**config.mk**
```make
export PLATFORM = sky130hd
export DESIGN_NAME = alu_selftest
export DESIGN_NICKNAME = d
export VERILOG_FILES = /design/src/rtl/alu_selftest.sv
export SDC_FILE = /design/constraint.sdc
export NUM_CORES = 1
export LEC_CHECK = 0
export ABC_AREA = 1
export BUFFER_PORTS_ARGS = -buffer_cell sky130_fd_sc_hd__buf_4
export CAP_MARGIN = 20
export CORE_MARGIN = 5
export CORE_UTILIZATION = 52
export DETAILED_ROUTE_END_ITERATION = 10
export PLACE_DENSITY = 0.87
export SYNTH_ARGS = -nofsm -noshare
export SYNTH_HDL_FRONTEND = slang
export SYNTH_SLANG_ARGS = --single-unit
```
**constraint.sdc**
```tcl
create_clock -name clk -period 2.4 [get_ports clk]
set_clock_uncertainty 0.05 [all_clocks]
set_input_delay 0.48 -clock clk [delete_from_list [all_inputs] [get_ports clk]]
set_output_delay 0.48 -clock clk [all_outputs]
set_load 0.05 [all_outputs]
```
**src/rtl/alu_selftest.sv**
```systemverilog
// alu_selftest: BIST engine that sweeps all {s,a,b} vectors through an external 4-bit ALU and checks y against a golden model.
module alu_selftest #(
    parameter int SETTLE = 1
) (
    input  logic        clk,
    input  logic        rst_n,
    input  logic        start,
    output logic [3:0]  alu_a,
    output logic [3:0]  alu_b,
    output logic [2:0]  alu_s,
    input  logic [3:0]  alu_y,
    output logic        busy,
    output logic        done,
    output logic        pass,
    output logic [11:0] err_count,
    output logic [10:0] first_fail_vec,
    output logic [3:0]  first_fail_y
);
    typedef enum logic [1:0] {IDLE, RUN, DONE} state_t;
    state_t      state;
    logic [10:0] idx;
    logic [3:0]  cnt;
    logic [3:0]  gold;
    logic        mis, tick, last;
    assign {alu_s, alu_a, alu_b} = idx;
    assign mis  = alu_y != gold;
    assign tick = cnt == 4'(SETTLE - 1);
    assign last = &idx;
    always_comb begin
        gold = 4'd0;
        case (alu_s)
            3'd0: gold = alu_a + alu_b;
            3'd1: gold = alu_a - alu_b;
            3'd2: gold = alu_a & alu_b;
            3'd3: gold = alu_a | alu_b;
            3'd4: gold = alu_a ^ alu_b;
            3'd5: gold = ~alu_a;
            3'd6: gold = alu_a << 1;
            default: gold = alu_a >> 1;
        endcase
    end
    always_ff @(posedge clk or negedge rst_n) begin
        if (!rst_n) begin
            state          <= IDLE;
            idx            <= '0;
            cnt            <= '0;
            busy           <= 1'b0;
            done           <= 1'b0;
            pass           <= 1'b0;
            err_count      <= '0;
            first_fail_vec <= '0;
            first_fail_y   <= '0;
        end else begin
            done <= 1'b0;
            case (state)
                IDLE: if (start) begin
                    state          <= RUN;
                    busy           <= 1'b1;
                    idx            <= '0;
                    cnt            <= '0;
                    pass           <= 1'b0;
                    err_count      <= '0;
                    first_fail_vec <= '0;
                    first_fail_y   <= '0;
                end
                RUN: if (tick) begin
                    cnt <= '0;
                    if (mis) begin
                        err_count <= err_count + 12'd1;
                        if (err_count == '0) begin
                            first_fail_vec <= idx;
                            first_fail_y   <= alu_y;
                        end
                    end
                    // the final vector's own mismatch must also clear pass
                    if (last) begin
                        state <= DONE;
                        busy  <= 1'b0;
                        done  <= 1'b1;
                        pass  <= (err_count == '0) && !mis;
                    end else begin
                        idx <= idx + 11'd1;
                    end
                end else begin
                    cnt <= cnt + 4'd1;
                end
                default: state <= IDLE;
            endcase
        end
    end
endmodule

```
* Word level (Yosys, flattened, before mapping)
Cells that the tools add are included.
** Word-level totals
- Input port bits :: 7
- Register bits after elaboration :: 47
- Word-level logic and storage cells :: 81
- Output and inout bits :: 41
** Cells by class
- Multiplexer cells :: 35
- Reduce and logical (&&, ||, !) cells :: 14
- Equality and inequality tests :: 14
- Bitwise gates (word level) :: 4
- Add/subtract/negate cells :: 5
** Operators with widths (count)
- 11-bit 2-to-1 mux :: 6
- 11-bit case mux with 2 select lines :: 2
- 12-bit 2-to-1 mux :: 3
- 4-bit case mux with 7 select lines :: 1
- 12-bit case mux with 2 select lines :: 1
- 4-bit 2-to-1 mux :: 5
- 4-bit case mux with 2 select lines :: 2
- 12-bit by 1-bit adder with 12-bit output, second input constant :: 1
- 12-bit zero test :: 1
- 2-bit inequality test, second input constant :: 6
- 4-bit AND reduction :: 3
- 11-bit by 1-bit adder with 11-bit output, second input constant :: 1
- 11-bit AND reduction :: 1
- 3-bit == test, second input constant :: 3
- 1-bit 2-to-1 mux :: 9
- 3-bit by 2-bit == test with 1-bit output, second input constant :: 2
- 2-bit 2-to-1 mux :: 3
- 5-bit AND reduction :: 1
- 4-bit by 1-bit adder with 4-bit output, second input constant :: 1
- 4-bit adder :: 1
- 4-bit bitwise AND :: 1
- 4-bit zero test :: 1
- 4-bit inequality test :: 1
- 4-bit NOT :: 1
- other kinds (14) :: 15

* Longest topological paths before layout
Gate-level depths: netlist (run 1).
- Depth in word-level cells :: 8
- Depth in mapped cells :: 22
- Depth with buffers taken out :: 21

* Worst setup path after synthesis (run 1)
No wires, ideal clock.
- Path type :: register to register
- Start point :: register idx[0]
- End point :: register first_fail_vec[0]
- Arrival :: 2836 ps
- Slack :: -603 ps
- Data required time :: 2233 ps
- Clock period less this slack :: 3003 ps
- Cell stages (with the launch flop) :: 17
- Path buffers :: 1
- Setup time :: 117 ps
- Path through :: dfrtp_1 -> inv_1 -> ha_1 -> nand2_1 -> o21ai_0 -> fa_1 -> xnor2_1 -> nand2_1 -> nand4_1 -> nand2_1 -> nand2_1 -> nand2_1 -> nand3_4 -> nand3_4 -> buf_12 -> nand2_4 -> nand2_2
** On the way
- Word-level cells in the longest chain between the ends :: 5
- Elaborated cells between the ends (all ways) :: 13
- Those cells by class :: 2 x add/sub; 2 x eq/ne; 5 x mux; 3 x bitwise; 1 x reduce/logical
** RTL lines
- from (decl) :: line 21 : logic [10:0] idx;
- from (signal assigned) :: line 82 : idx <= idx + 11'd1;
- 4-bit subtractor (tied with other cells) :: line 33 : 3'd1: gold = alu_a - alu_b;
- 4-bit case mux with 7 select lines :: line 31 : case (alu_s)
- 4-bit inequality test :: line 26 : assign mis = alu_y != gold;
- 2-bit inequality test (no line)
- 5-bit AND reduction (no line)
- to (signal assigned) :: line 71 : first_fail_vec <= idx;
- to (decl) :: line 16 : output logic [10:0] first_fail_vec,
Several ways; a longest one is shown, not always the timed one. The select of a mux whose other input is x is not followed.
A chain may end at the register's enable or synchronous reset.

* Worst setup path in the final report (run 1)
- Start point :: register idx[0]
- End point :: register err_count[6]
** On the way
- Word-level cells in the longest chain between the ends :: 5
- Elaborated cells between the ends (all ways) :: 9
- Those cells by class :: 2 x add/sub; 2 x eq/ne; 1 x mux; 3 x bitwise; 1 x reduce/logical
** RTL lines
- 4-bit subtractor (tied with other cells) :: line 33
- 4-bit case mux with 7 select lines (*) :: line 31
- 4-bit inequality test (*) :: line 26
- 2-bit inequality test (no line) (*)
- 4-bit AND reduction (no line) (*)
- to (signal assigned) :: line 69 : err_count <= err_count + 12'd1;
- to (decl) :: line 15 : output logic [11:0] err_count,
Mark *: on every way between the ends. The rest lies on a longest branch, timed or not.

==> flow_summary.json, run 1 <==
{
  "status": "complete, but fails checks",
  "failed_checks": "negative setup slack",
  "p_leak_nw": 2.08,
  "synth_top_family_by_area": "simple AND/OR/NAND/NOR gates",
  "ir_drop_mv": 0.723,
  "synthSimpleGateAreaFrac_pct": 40.5,
  "ys_ff_latch": 47,
  "postRouteAntennaNets": 0,
  "worstSetupPathType": "flip-flop to flip-flop",
  "grt_overflow_total": 0,
  "start_kind": "flip-flop",
  "p_total_mw": 3.13,
  "die-area_um2": 8180,
  "fin_nets": 534,
  "max_slew_margin_pct": 61.5,
  "cp_slowest_cell": "fa_2",
  "setup_ws_ns": -0.142,
  "post-route-period-util_pct": 106,
  "yosys.area.top_type_share_pct": 35.0,
  "wl_mm": 9.05,
  "yosys.area_share.adder_pct": 6.92,
  "yosys-top-cells-area": "dfrtp_1 35%, nand2_1 11%, ha_1 6.3%",
  "cts_root_buf": "clkbuf_8",
  "via_per_inst": 5.77,
  "numCtsBuffers": 5,
  "rsz0062_at_grt": "yes",
  "holdWs_ns": 0.112,
  "drc_errors": 0,
  "crit_path_end_kind": "flip-flop",
  "syn_area_per_cell_um2": 7.70,
  "syn_inst": 437,
  "cp_max_fo": 6,
  "finalHoldViolations": 0,
  "worst_pin_slew_ns": 0.572,
  "grt_pass1_vias": 3258,
  "hold_path.class": "input pin to async pin",
  "worstPathRequired_ns": 2.60,
  "routedWlPerCell_um": 15.4,
  "layout_min_cycle_time_ns": 2.54,
  "die_h_um": 90.4,
  "cp.arrival_ns": 2.74,
  "ios": 48,
  "die_x_um": 90.4,
  "timing.fmax_mhz": 393,
  "finalSetupViolCount": 28,
  "synth_edf_count": 0,
  "synth_seq_area_share_pct": 35.0,
  "path_clk_slew_ns": 0.10,
  "cp_cell_sequence": "buf_4 > ha_1 > fa_2 > inv_1 > nand2_1 > nand3_2 > nand3_2 > nand2_2 > nor2_4 > nand3_4 > buf_12 > nand2_8 > nand2_1 > o21ai_1",
  "cts_sinks": 47,
  "clkLatencyLatePin_ns": 0.32,
  "cts_htree_levels": 2,
  "area_delta_synth_final_pct": 26.5,
  "yosys_warnings": 0,
  "synthFlopType": "dfrtp_1",
  "syn_nets": 462,
  "syn_area_um2": 3360,
  "io_buffers": 47,
  "grt_pass1_wl_mm": 15.3,
  "n_fill_cell": 501,
  "core_region_area_um2": 6310,
  "maxCapViolCount": 0,
  "fin_setup_tns_ns": -3.47,
  "ctsHoldBuffers": 0,
  "routabilityCongestion": 0.981,
  "drive_gt1_share_pct": 35.7,
  "first_pass_iters": 5,
  "layout.cells.most_common_list": "77 x nand2_1, 74 x buf_4, 41 x dfrtp_1",
  "max_stage_delay_ns": 0.54,
  "dp_hpwl_mm": 6.37,
  "insertedDiodeCount": 0,
  "synthDistinctLibCells": 38,
  "cts.path.max_buffers": 2,
  "final_common_cell": "nand2_1",
  "std_cell_rows": 29,
  "antenna_found_initial": 0,
  "final_max_slew_viol_count": 0,
  "initial_core_util_pct": 53.3,
  "synth_xor_xnor_area_share_pct": 1.82,
  "final_util_pct": 67.4,
  "grt_usage_pct": 22.0,
  "async_flop_share_pct": 100,
  "synth_compound_gate_area_share_pct": 6.28,
  "muxShareOfSynthArea_pct": 0,
  "grt_max_degree": 48,
  "p_per_area_nw_per_um2": 735,
  "drt_iter0_drc": 297,
  "num_vias": 3385,
  "yosys.area.top_type": "dfrtp_1",
  "cts_tree": "done"
}
==> cell usage after synthesis, types with 2 or more instances <==
| cell type | count |
|---|---|
| nor3_1 | 13 |
| clkbuf_1 | 6 |
| nand3_2 | 6 |
| o21ai_1 | 13 |
| nand2_1 | 95 |
| nand2_4 | 12 |
| or2_2 | 2 |
| ha_1 | 17 |
| nor2_2 | 4 |
| nand3_1 | 38 |
| buf_2 | 3 |
| nor2_1 | 32 |
| xor2_1 | 6 |
| nor4_1 | 3 |
| inv_1 | 43 |
| nor3_2 | 2 |
| a21oi_1 | 5 |
| buf_6 | 5 |
| dfrtp_1 | 47 |
| nor2_4 | 3 |
| inv_2 | 8 |
| nand4_1 | 31 |
| nand3_4 | 2 |
| o31ai_1 | 4 |
| o21ai_0 | 12 |
| nand2_2 | 13 |
==> flip-flops by register name, summed over array words and instances, names as in the netlist <==
name	count
first_fail_vec	11
state	2
done	1
first_fail_y	4
err_count	12
cnt	4
pass	1
idx	11
busy	1
==> through the flow <==
stage | setup WS, ns | instance area, um^2 | instances
5_1_grt | -0.245 | 4260 | 587
3_3_place_gp | -0.0210 | 3950 | 573
3_5_place_dp | -0.0748 | 3950 | 573
6_report | -0.142 | 4260 | 587
4_1_cts | -0.0582 | 4180 | 587
2_1_floorplan | -0.212 | 3400 | 437
==> worst max-delay path: cells and delay by family (launching register included) <==
| kind | cells | cell delay [ns] |
|---|---|---|
| flip-flops | 1 | 0.43 |
| AO/OA/AOI/OAI | 1 | 0.08 |
| adder cells (fa/ha/maj) | 2 | 0.77 |
| AND/OR/NAND/NOR | 8 | 0.76 |
| buffers and inverters | 3 | 0.38 |
==> repair_timing <==
action / CTS / global route
endpoints found under the hold margin: 0 / 0
gates cloned: 3 / 0
resized for setup: 15 / 22
pin swaps: 8 / 4
setup buffers: 3 / 0
setup endpoints to repair: 28 / 28
==> where the power goes <==
group          switching, mW  internal, mW
Clock                  0.297         0.236
Combinational          0.986         0.457
Sequential             0.196         0.957
==> final cells by class <==
| class | count | area (um^2) | share of cell area, % |
|---|---|---|---|
| clock buffers | 6 | 82.6 | 1.94 |
| clock inverters | 2 | 13.8 | 0.323 |
| inverters | 52 | 200 | 4.70 |
| multi-input cells | 324 | 2050 | 48.2 |
| flip-flops and latches | 47 | 1180 | 27.8 |
| well taps | 77 | 96.3 | 2.26 |
| repair buffers | 79 | 629 | 14.8 |
==> worst paths after layout <==
| kind | start | end | cells past startpoint | slack (ns) |
|---|---|---|---|---|
| worst max-delay path | idx[0]$_DFFE_PN0P_ | err_count[6]$_DFFE_PN0P_ | 14 | -0.14 |
| worst min-delay path | rst_n | first_fail_y[0]$_DFFE_PN0P_ | 1 | 0.11 |
| worst max register to register | idx[0]$_DFFE_PN0P_ | err_count[6]$_DFFE_PN0P_ | 14 | -0.14 |
| worst min register to register | busy$_DFFE_PN0P_ | busy$_DFFE_PN0P_ | 2 | 0.43 |
| max in group asynchronous | rst_n | idx[1]$_DFFE_PN0P_ | 1 | 1.76 |
| min in group clk | busy$_DFFE_PN0P_ | busy$_DFFE_PN0P_ | 2 | 0.43 |
==> kinds of logic after synthesis <==
| logic type | Yosys count |
|---|---|
| AOI/OAI and AO/OA | 38 |
| xor gates and xnor gates | 7 |
| adders and majority gates | 18 |
| buffers and inverters | 69 |
| DFF | 47 |
| and+or+nand+nor | 258 |
==> layer usage <==
metal  wire [um]  global-route usage, %
met5           0                      0
met3         655                   5.17
met1        3760                   28.7
met2        4360                   35.5
met4         277                   8.19
Power figures use the tool's default switching activity.
==> inputs of run 2 (changes only) <==
--- a/config.mk
+++ b/config.mk
@@ -9,9 +9,9 @@
 export BUFFER_PORTS_ARGS = -buffer_cell sky130_fd_sc_hd__buf_4
 export CAP_MARGIN = 20
 export CORE_MARGIN = 5
-export CORE_UTILIZATION = 52
+export CORE_UTILIZATION = 62
 export DETAILED_ROUTE_END_ITERATION = 10
-export PLACE_DENSITY = 0.87
+export PLACE_DENSITY = 0.95
 export SYNTH_ARGS = -nofsm -noshare
 export SYNTH_HDL_FRONTEND = slang
 export SYNTH_SLANG_ARGS = --single-unit
==> constraint.sdc (replaced) <==
create_clock -name clk -period 3 [get_ports clk]
set_clock_uncertainty 0.05 [all_clocks]
set_input_delay 0.6 -clock clk [delete_from_list [all_inputs] [get_ports clk]]
set_output_delay 0.6 -clock clk [all_outputs]
set_load 0.05 [all_outputs]
==> run 2 against run 1 <==
The flow now finishes without violations. First-iteration DRC count increased by 45%. Critical path depth increased by 2. Routed wire length decreased by 2.7%. Largest power group unchanged. Cell area decreased by 7.1%. Critical path type unchanged. Register-to-register slack improved by 0.37 ns. Worst hold slack improved by 0.12 ns. Total power decreased by 23%.
==> flow_summary.json, run 2 (same netlist as run 1, synthesis figures left out) <==
{
  "die-area_um2": 7000,
  "fin_setup_tns_ns": 0,
  "drc_errors": 0,
  "cts_sinks": 47,
  "ios": 48,
  "r2r_cells": 16,
  "path_clk_slew_ns": 0.09,
  "routabilityCongestion": 1.03,
  "placed_area_um2": 3770,
  "layout.cells.non_filler": 565,
  "core_region_area_um2": 5200,
  "wl_mm": 8.80,
  "p_int_mw": 1.28,
  "rr_startpoint": "idx[1]$_DFFE_PN0P_",
  "grt_max_degree": 48,
  "drt_iter0_drc": 430,
  "worstPathRequired_ns": 3.15,
  "fin_nets": 520,
  "largest_reg_flops": 12,
  "cts_tree": "done",
  "final_max_slew_viol_count": 0,
  "die_x_um": 83.7,
  "grt_usage_pct": 25.5,
  "finalSetupViolCount": 0,
  "seq_power_share_pct": 37.6,
  "rsz0062_at_grt": "no",
  "cts.path.max_buffers": 2,
  "worstSetupPathType": "flip-flop to flip-flop",
  "p_total_mw": 2.42,
  "ctsHoldBuffers": 0,
  "first_pass_iters": 5,
  "grt_overflow_total": 0,
  "top_regs": "err_count: 12 flops, first_fail_vec: 11 flops, idx: 11 flops",
  "layout_min_cycle_time_ns": 2.77,
  "rr_endpoint": "first_fail_y[1]$_DFFE_PN0P_",
  "routedWlPerCell_um": 15.6,
  "rrSetupSlack_ns": 0.23,
  "numCtsBuffers": 5,
  "timing.fmax_mhz": 361,
  "status": "finished clean",
  "area_delta_synth_final_pct": 17.6,
  "place_inst": 549,
  "cts_root_buf": "clkbuf_8",
  "layout.cells.most_common_list": "95 x nand2_1, 65 x buf_4, 46 x dfrtp_1",
  "cp.arrival_ns": 2.92,
  "io_buffers": 47,
  "antenna_found_initial": 0,
  "cts_htree_levels": 2,
  "start_kind": "flip-flop",
  "design_area_um2": 3960,
  "regMostFlops": "err_count",
  "die_h_um": 83.7,
  "grt_pass1_wl_mm": 14.8,
  "hold_path.class": "input pin to async pin",
  "dp_hpwl_mm": 6.32,
  "crit_path_end_kind": "flip-flop",
  "max_slew_margin_pct": 61.1,
  "final_util_pct": 76.0,
  "num_vias": 3337,
  "final_common_cell": "nand2_1",
  "postRouteAntennaNets": 0,
  "p_per_area_nw_per_um2": 612,
  "p_clk_share_pct": 15.4,
  "swShare_pct": 47.2,
  "combPwrFrac_pct": 47.1,
  "drive_gt1_share_pct": 25.9,
  "finalHoldViolations": 0,
  "p_leak_nw": 1.97,
  "maxCapViolCount": 0,
  "initial_core_util_pct": 64.6,
  "clkLatencyLatePin_ns": 0.31,
  "ir_drop_mv": 0.570,
  "via_per_inst": 5.91,
  "insertedDiodeCount": 0,
  "grt_pass1_vias": 3088,
  "cp_max_fo": 8,
  "std_cell_rows": 26,
  "post-route-period-util_pct": 92.4,
  "p_switching_mw": 1.14,
  "worst_pin_slew_ns": 0.583
}
run 2: cell types whose count changed in the layout (fill, tap and decap cells not counted), moves of 5 or more:
cell / previous run / this run
dfrtp_1: 41 / 46
buf_4: 74 / 65
dfrtp_2: 6 / 1
nand2_2: 30 / 13
nand2_1: 77 / 95
run 2: routing by layer:
| metal | track usage [%] | wire length (um) | vias to the layer above |
|---|---|---|---|
| met3 | 3.95 | 822 | 34 |
| met5 | 0 | 0 | - |
| li1 | - | - | 1564 |
| met1 | 34.4 | 3440 | 1544 |
| met4 | 10.1 | 250 | 0 |
| met2 | 40.9 | 4290 | 195 |
run 2: area by class of cell:
class / count / area [um^2]
clock inverters: 1 / 7.51
multi-input cells: 322 / 1890
inverters: 52 / 195
fillers: 347 / 1250
flip-flops and latches: 47 / 1180
repair buffers: 67 / 528
clock buffers: 6 / 72.6
well taps: 70 / 87.6
run 2: worst max path at each step:
stage | cells past startpoint | to | slack (ns) | from
3_5_place_dp | 15 | first_fail_vec[2]$_DFFE_PN0P_ | 0.01 | idx[0]$_DFFE_PN0P_
3_3_place_gp | 15 | first_fail_vec[1]$_DFFE_PN0P_ | 0.16 | idx[0]$_DFFE_PN0P_
6_report | 16 | first_fail_y[1]$_DFFE_PN0P_ | 0.23 | idx[1]$_DFFE_PN0P_
2_1_floorplan | 16 | first_fail_vec[0]$_DFFE_PN0P_ | 0.05 | idx[1]$_DFFE_PN0P_
5_1_grt | 22 | first_fail_vec[0]$_DFFE_PN0P_ | 0.02 | idx[1]$_DFFE_PN0P_
4_1_cts | 14 | err_count[6]$_DFFE_PN0P_ | 0.13 | idx[0]$_DFFE_PN0P_
run 2: critical path, stage by stage (launching register included):
cell	delay, ns
dfrtp_1	0.42
inv_1	0.08
ha_1	0.31
nand2_1	0.08
o21ai_1	0.10
fa_1	0.41
xnor2_1	0.18
nand2_1	0.09
nand4_1	0.13
nand2_1	0.07
nand2_1	0.05
nand2_1	0.11
nand3_4	0.17
nand3_4	0.13
buf_12	0.18
nand2_4	0.06
nand2_2	0.04
run 2: through the flow:
stage / setup slack (ns) / hold WS (ns)
after floorplan: 0.0453 / 0.254
after global placement: 0.158 / 0.407
after detailed placement: 0.0104 / 0.412
after CTS: 0.135 / 0.261
after global routing: 0.0235 / 0.283
final: 0.229 / 0.234
run 2: power groups by stage:
| stage | Clock, mW | Combinational, mW | Sequential [mW] |
|---|---|---|---|
| after floorplan | 0 | 0.341 | 1.36 |
| after global placement | 0 | 1.09 | 0.915 |
| after detailed placement | 0 | 1.12 | 0.918 |
| after CTS | 0.374 | 1.14 | 0.908 |
| after global routing | 0.405 | 1.21 | 0.929 |
| final | 0.371 | 1.14 | 0.909 |
run 2: repair_timing:
action / CTS / global route
setup buffers: 3 / 5
setup endpoints to repair: 4 / 27
pin swaps: 1 / 1
endpoints found under the hold margin: 0 / 0
cloned: 0 / 1
resized for setup: 0 / 2
==> inputs of run 3 (changes only) <==
--- a/config.mk
+++ b/config.mk
@@ -9,9 +9,9 @@
 export BUFFER_PORTS_ARGS = -buffer_cell sky130_fd_sc_hd__buf_4
 export CAP_MARGIN = 20
 export CORE_MARGIN = 5
-export CORE_UTILIZATION = 62
+export CORE_UTILIZATION = 58
 export DETAILED_ROUTE_END_ITERATION = 10
-export PLACE_DENSITY = 0.95
+export PLACE_DENSITY = 0.92
 export SYNTH_ARGS = -nofsm -noshare
 export SYNTH_HDL_FRONTEND = slang
 export SYNTH_SLANG_ARGS = --single-unit
==> constraint.sdc (replaced) <==
create_clock -name clk -period 3.1 [get_ports clk]
set_clock_uncertainty 0.05 [all_clocks]
set_input_delay 0.62 -clock clk [delete_from_list [all_inputs] [get_ports clk]]
set_output_delay 0.62 -clock clk [all_outputs]
set_load 0.05 [all_outputs]
==> run 3 against run 2 <==
Worst hold slack better by 0.024 ns. Die area grew 6.1%. Total power decreased by 3.7%. Largest cell class unchanged. Non-clock buffer count shrank 6.
==> flow_summary.json, run 3 (same netlist as run 1, synthesis figures left out) <==
{
  "final_common_cell": "nand2_1",
  "worst_pin_slew_ns": 0.609,
  "ir_drop_mv": 0.536,
  "routedWlPerCell_um": 14.7,
  "cpLargestDelayFamily": "simple AND/OR/NAND/NOR gates",
  "grt_pass1_vias": 3001,
  "die-area_um2": 7420,
  "finalHoldViolations": 0,
  "cp.arrival_ns": 2.99,
  "grt_overflow_total": 0,
  "routabilityCongestion": 0.919,
  "max_stage_delay_ns": 0.44,
  "p_total_mw": 2.33,
  "core_region_area_um2": 5570,
  "cts_sinks": 47,
  "crit_path_end_kind": "flip-flop",
  "crit_buf_inv": 2,
  "hold_path.class": "input pin to async pin",
  "clkLatencyLatePin_ns": 0.30,
  "area_delta_synth_final_pct": 15.4,
  "cts_root_buf": "clkbuf_8",
  "post-route-period-util_pct": 90.3,
  "drc_errors": 0,
  "design_area_um2": 3880,
  "top_regs": "err_count: 12 flops, first_fail_vec: 11 flops, idx: 11 flops",
  "io_buffers": 47,
  "die_h_um": 86.2,
  "wl_mm": 8.21,
  "maxCapViolCount": 0,
  "cts_htree_levels": 2,
  "rsz0062_at_grt": "no",
  "fin_setup_tns_ns": 0,
  "cp_num_cells": 16,
  "antenna_found_initial": 0,
  "placed_area_um2": 3760,
  "multi_input_area_um2": 1870,
  "num_vias": 3207,
  "r2r_cells": 16,
  "layout.cells.most_common_list": "95 x nand2_1, 60 x buf_4, 46 x dfrtp_1",
  "numCtsBuffers": 5,
  "die_x_um": 86.2,
  "ctsHoldBuffers": 0,
  "ios": 48,
  "setup_ws_ns": 0.300,
  "initial_core_util_pct": 60.4,
  "cp_max_fo": 18,
  "p_leak_nw": 1.94,
  "cts.path.max_buffers": 2,
  "final_max_slew_viol_count": 0,
  "timing.fmax_mhz": 357,
  "status": "finished clean",
  "std_cell_rows": 27,
  "layout_min_cycle_time_ns": 2.80,
  "postRouteAntennaNets": 0,
  "dp_hpwl_mm": 6.02,
  "drive_gt1_share_pct": 25.2,
  "max_slew_margin_pct": 59.4,
  "grt_max_degree": 48,
  "via_per_inst": 5.73,
  "drt_iter0_drc": 388,
  "p_per_area_nw_per_um2": 600,
  "insertedDiodeCount": 0,
  "fin_nets": 513,
  "critPathMostFrequentCell": "nand2_1",
  "grt_pass1_wl_mm": 14.0,
  "cp_cell_sequence": "inv_2 > ha_1 > nand2_1 > o21ai_1 > fa_1 > xnor2_1 > nand2_1 > nand4_1 > nand2_1 > nand2_1 > nand2_1 > nand3_4 > nand3_4 > buf_12 > nand2_1 > nand2_1",
  "largest_reg_flops": 12,
  "finalSetupViolCount": 0,
  "dp_slack_ns": 0.0436,
  "n_fill_cell": 430,
  "holdWs_ns": 0.257,
  "worstPathRequired_ns": 3.29,
  "grt_usage_pct": 23.2,
  "path_clk_slew_ns": 0.09,
  "final-seq-area_um2": 1180,
  "start_kind": "flip-flop",
  "worstSetupPathType": "flip-flop to flip-flop",
  "regMostFlops": "err_count",
  "cts_tree": "done",
  "cp_slowest_cell": "dfrtp_1",
  "first_pass_iters": 5
}
==> run 3: cell count changes in the layout (fill, tap and decap cells not counted), sizes merged <==
cell,change
buf,-6
clkinv,+2
clkbuf,-1
clkinvlp,-1
nand3,-1
==> run 3: final cells by class <==
class | count | area share (%)
clock buffers | 5 | 1.77
inverters | 52 | 5.03
flip-flops and latches | 47 | 30.3
clock inverters | 2 | 0.354
multi-input cells | 321 | 48.1
repair buffers | 61 | 12.1
well taps | 72 | 2.32
==> run 3: path summary, 6_finish.rpt <==
check                                               from                             to  slack, ns
setup / recovery                      idx[1]$_DFFE_PN0P_  first_fail_vec[3]$_DFFE_PN0P_       0.30
hold / removal                                     rst_n    first_fail_y[3]$_DFFE_PN0P_       0.26
setup reg to reg                      idx[1]$_DFFE_PN0P_  first_fail_vec[3]$_DFFE_PN0P_       0.30
hold reg to reg            first_fail_vec[3]$_DFFE_PN0P_  first_fail_vec[3]$_DFFE_PN0P_       0.44
max in group asynchronous                          rst_n             idx[0]$_DFFE_PN0P_       2.28
min in group clk           first_fail_vec[3]$_DFFE_PN0P_  first_fail_vec[3]$_DFFE_PN0P_       0.44
==> run 3: stage by stage <==
step / util, % / cells
after global placement: 67.5 / 550
after global routing: 69.7 / 560
after CTS: 69.0 / 557
after floorplan: - / 437
final: 69.7 / 560
after detailed placement: 67.5 / 550
==> run 3: what timing repair did <==
| action | 4_1_cts | 5_1_grt |
|---|---|---|
| gates resized for setup | 0 | 3 |
| buffers inserted | 0 | 3 |
| setup endpoints to repair | 0 | 27 |
==> run 3: power by group <==
part	internal, mW	switching [mW]	leakage, nW
clock	0.155	0.210	0.0440
sequential	0.741	0.143	0.584
combinational	0.333	0.747	1.31
==> run 3: layer usage <==
layer	GRT usage [%]	vias up	share of wire (%)
met4	7.48	0	2.1
met5	0	-	0
met3	4.03	18	7.5
met1	31.6	1500	43
met2	37.4	143	47
li1	-	1546	-
==> run 3: worst register-to-register path: cells and delay by family (launching register included) <==
kind / cells / cell delay, ns
AOI/OAI and AO/OA: 1 / 0.10
xor gates and xnor gates: 1 / 0.14
adders and majority gates: 2 / 0.68
buffers and inverters: 2 / 0.31
DFF: 1 / 0.44
and+or+nand+nor: 10 / 1.01
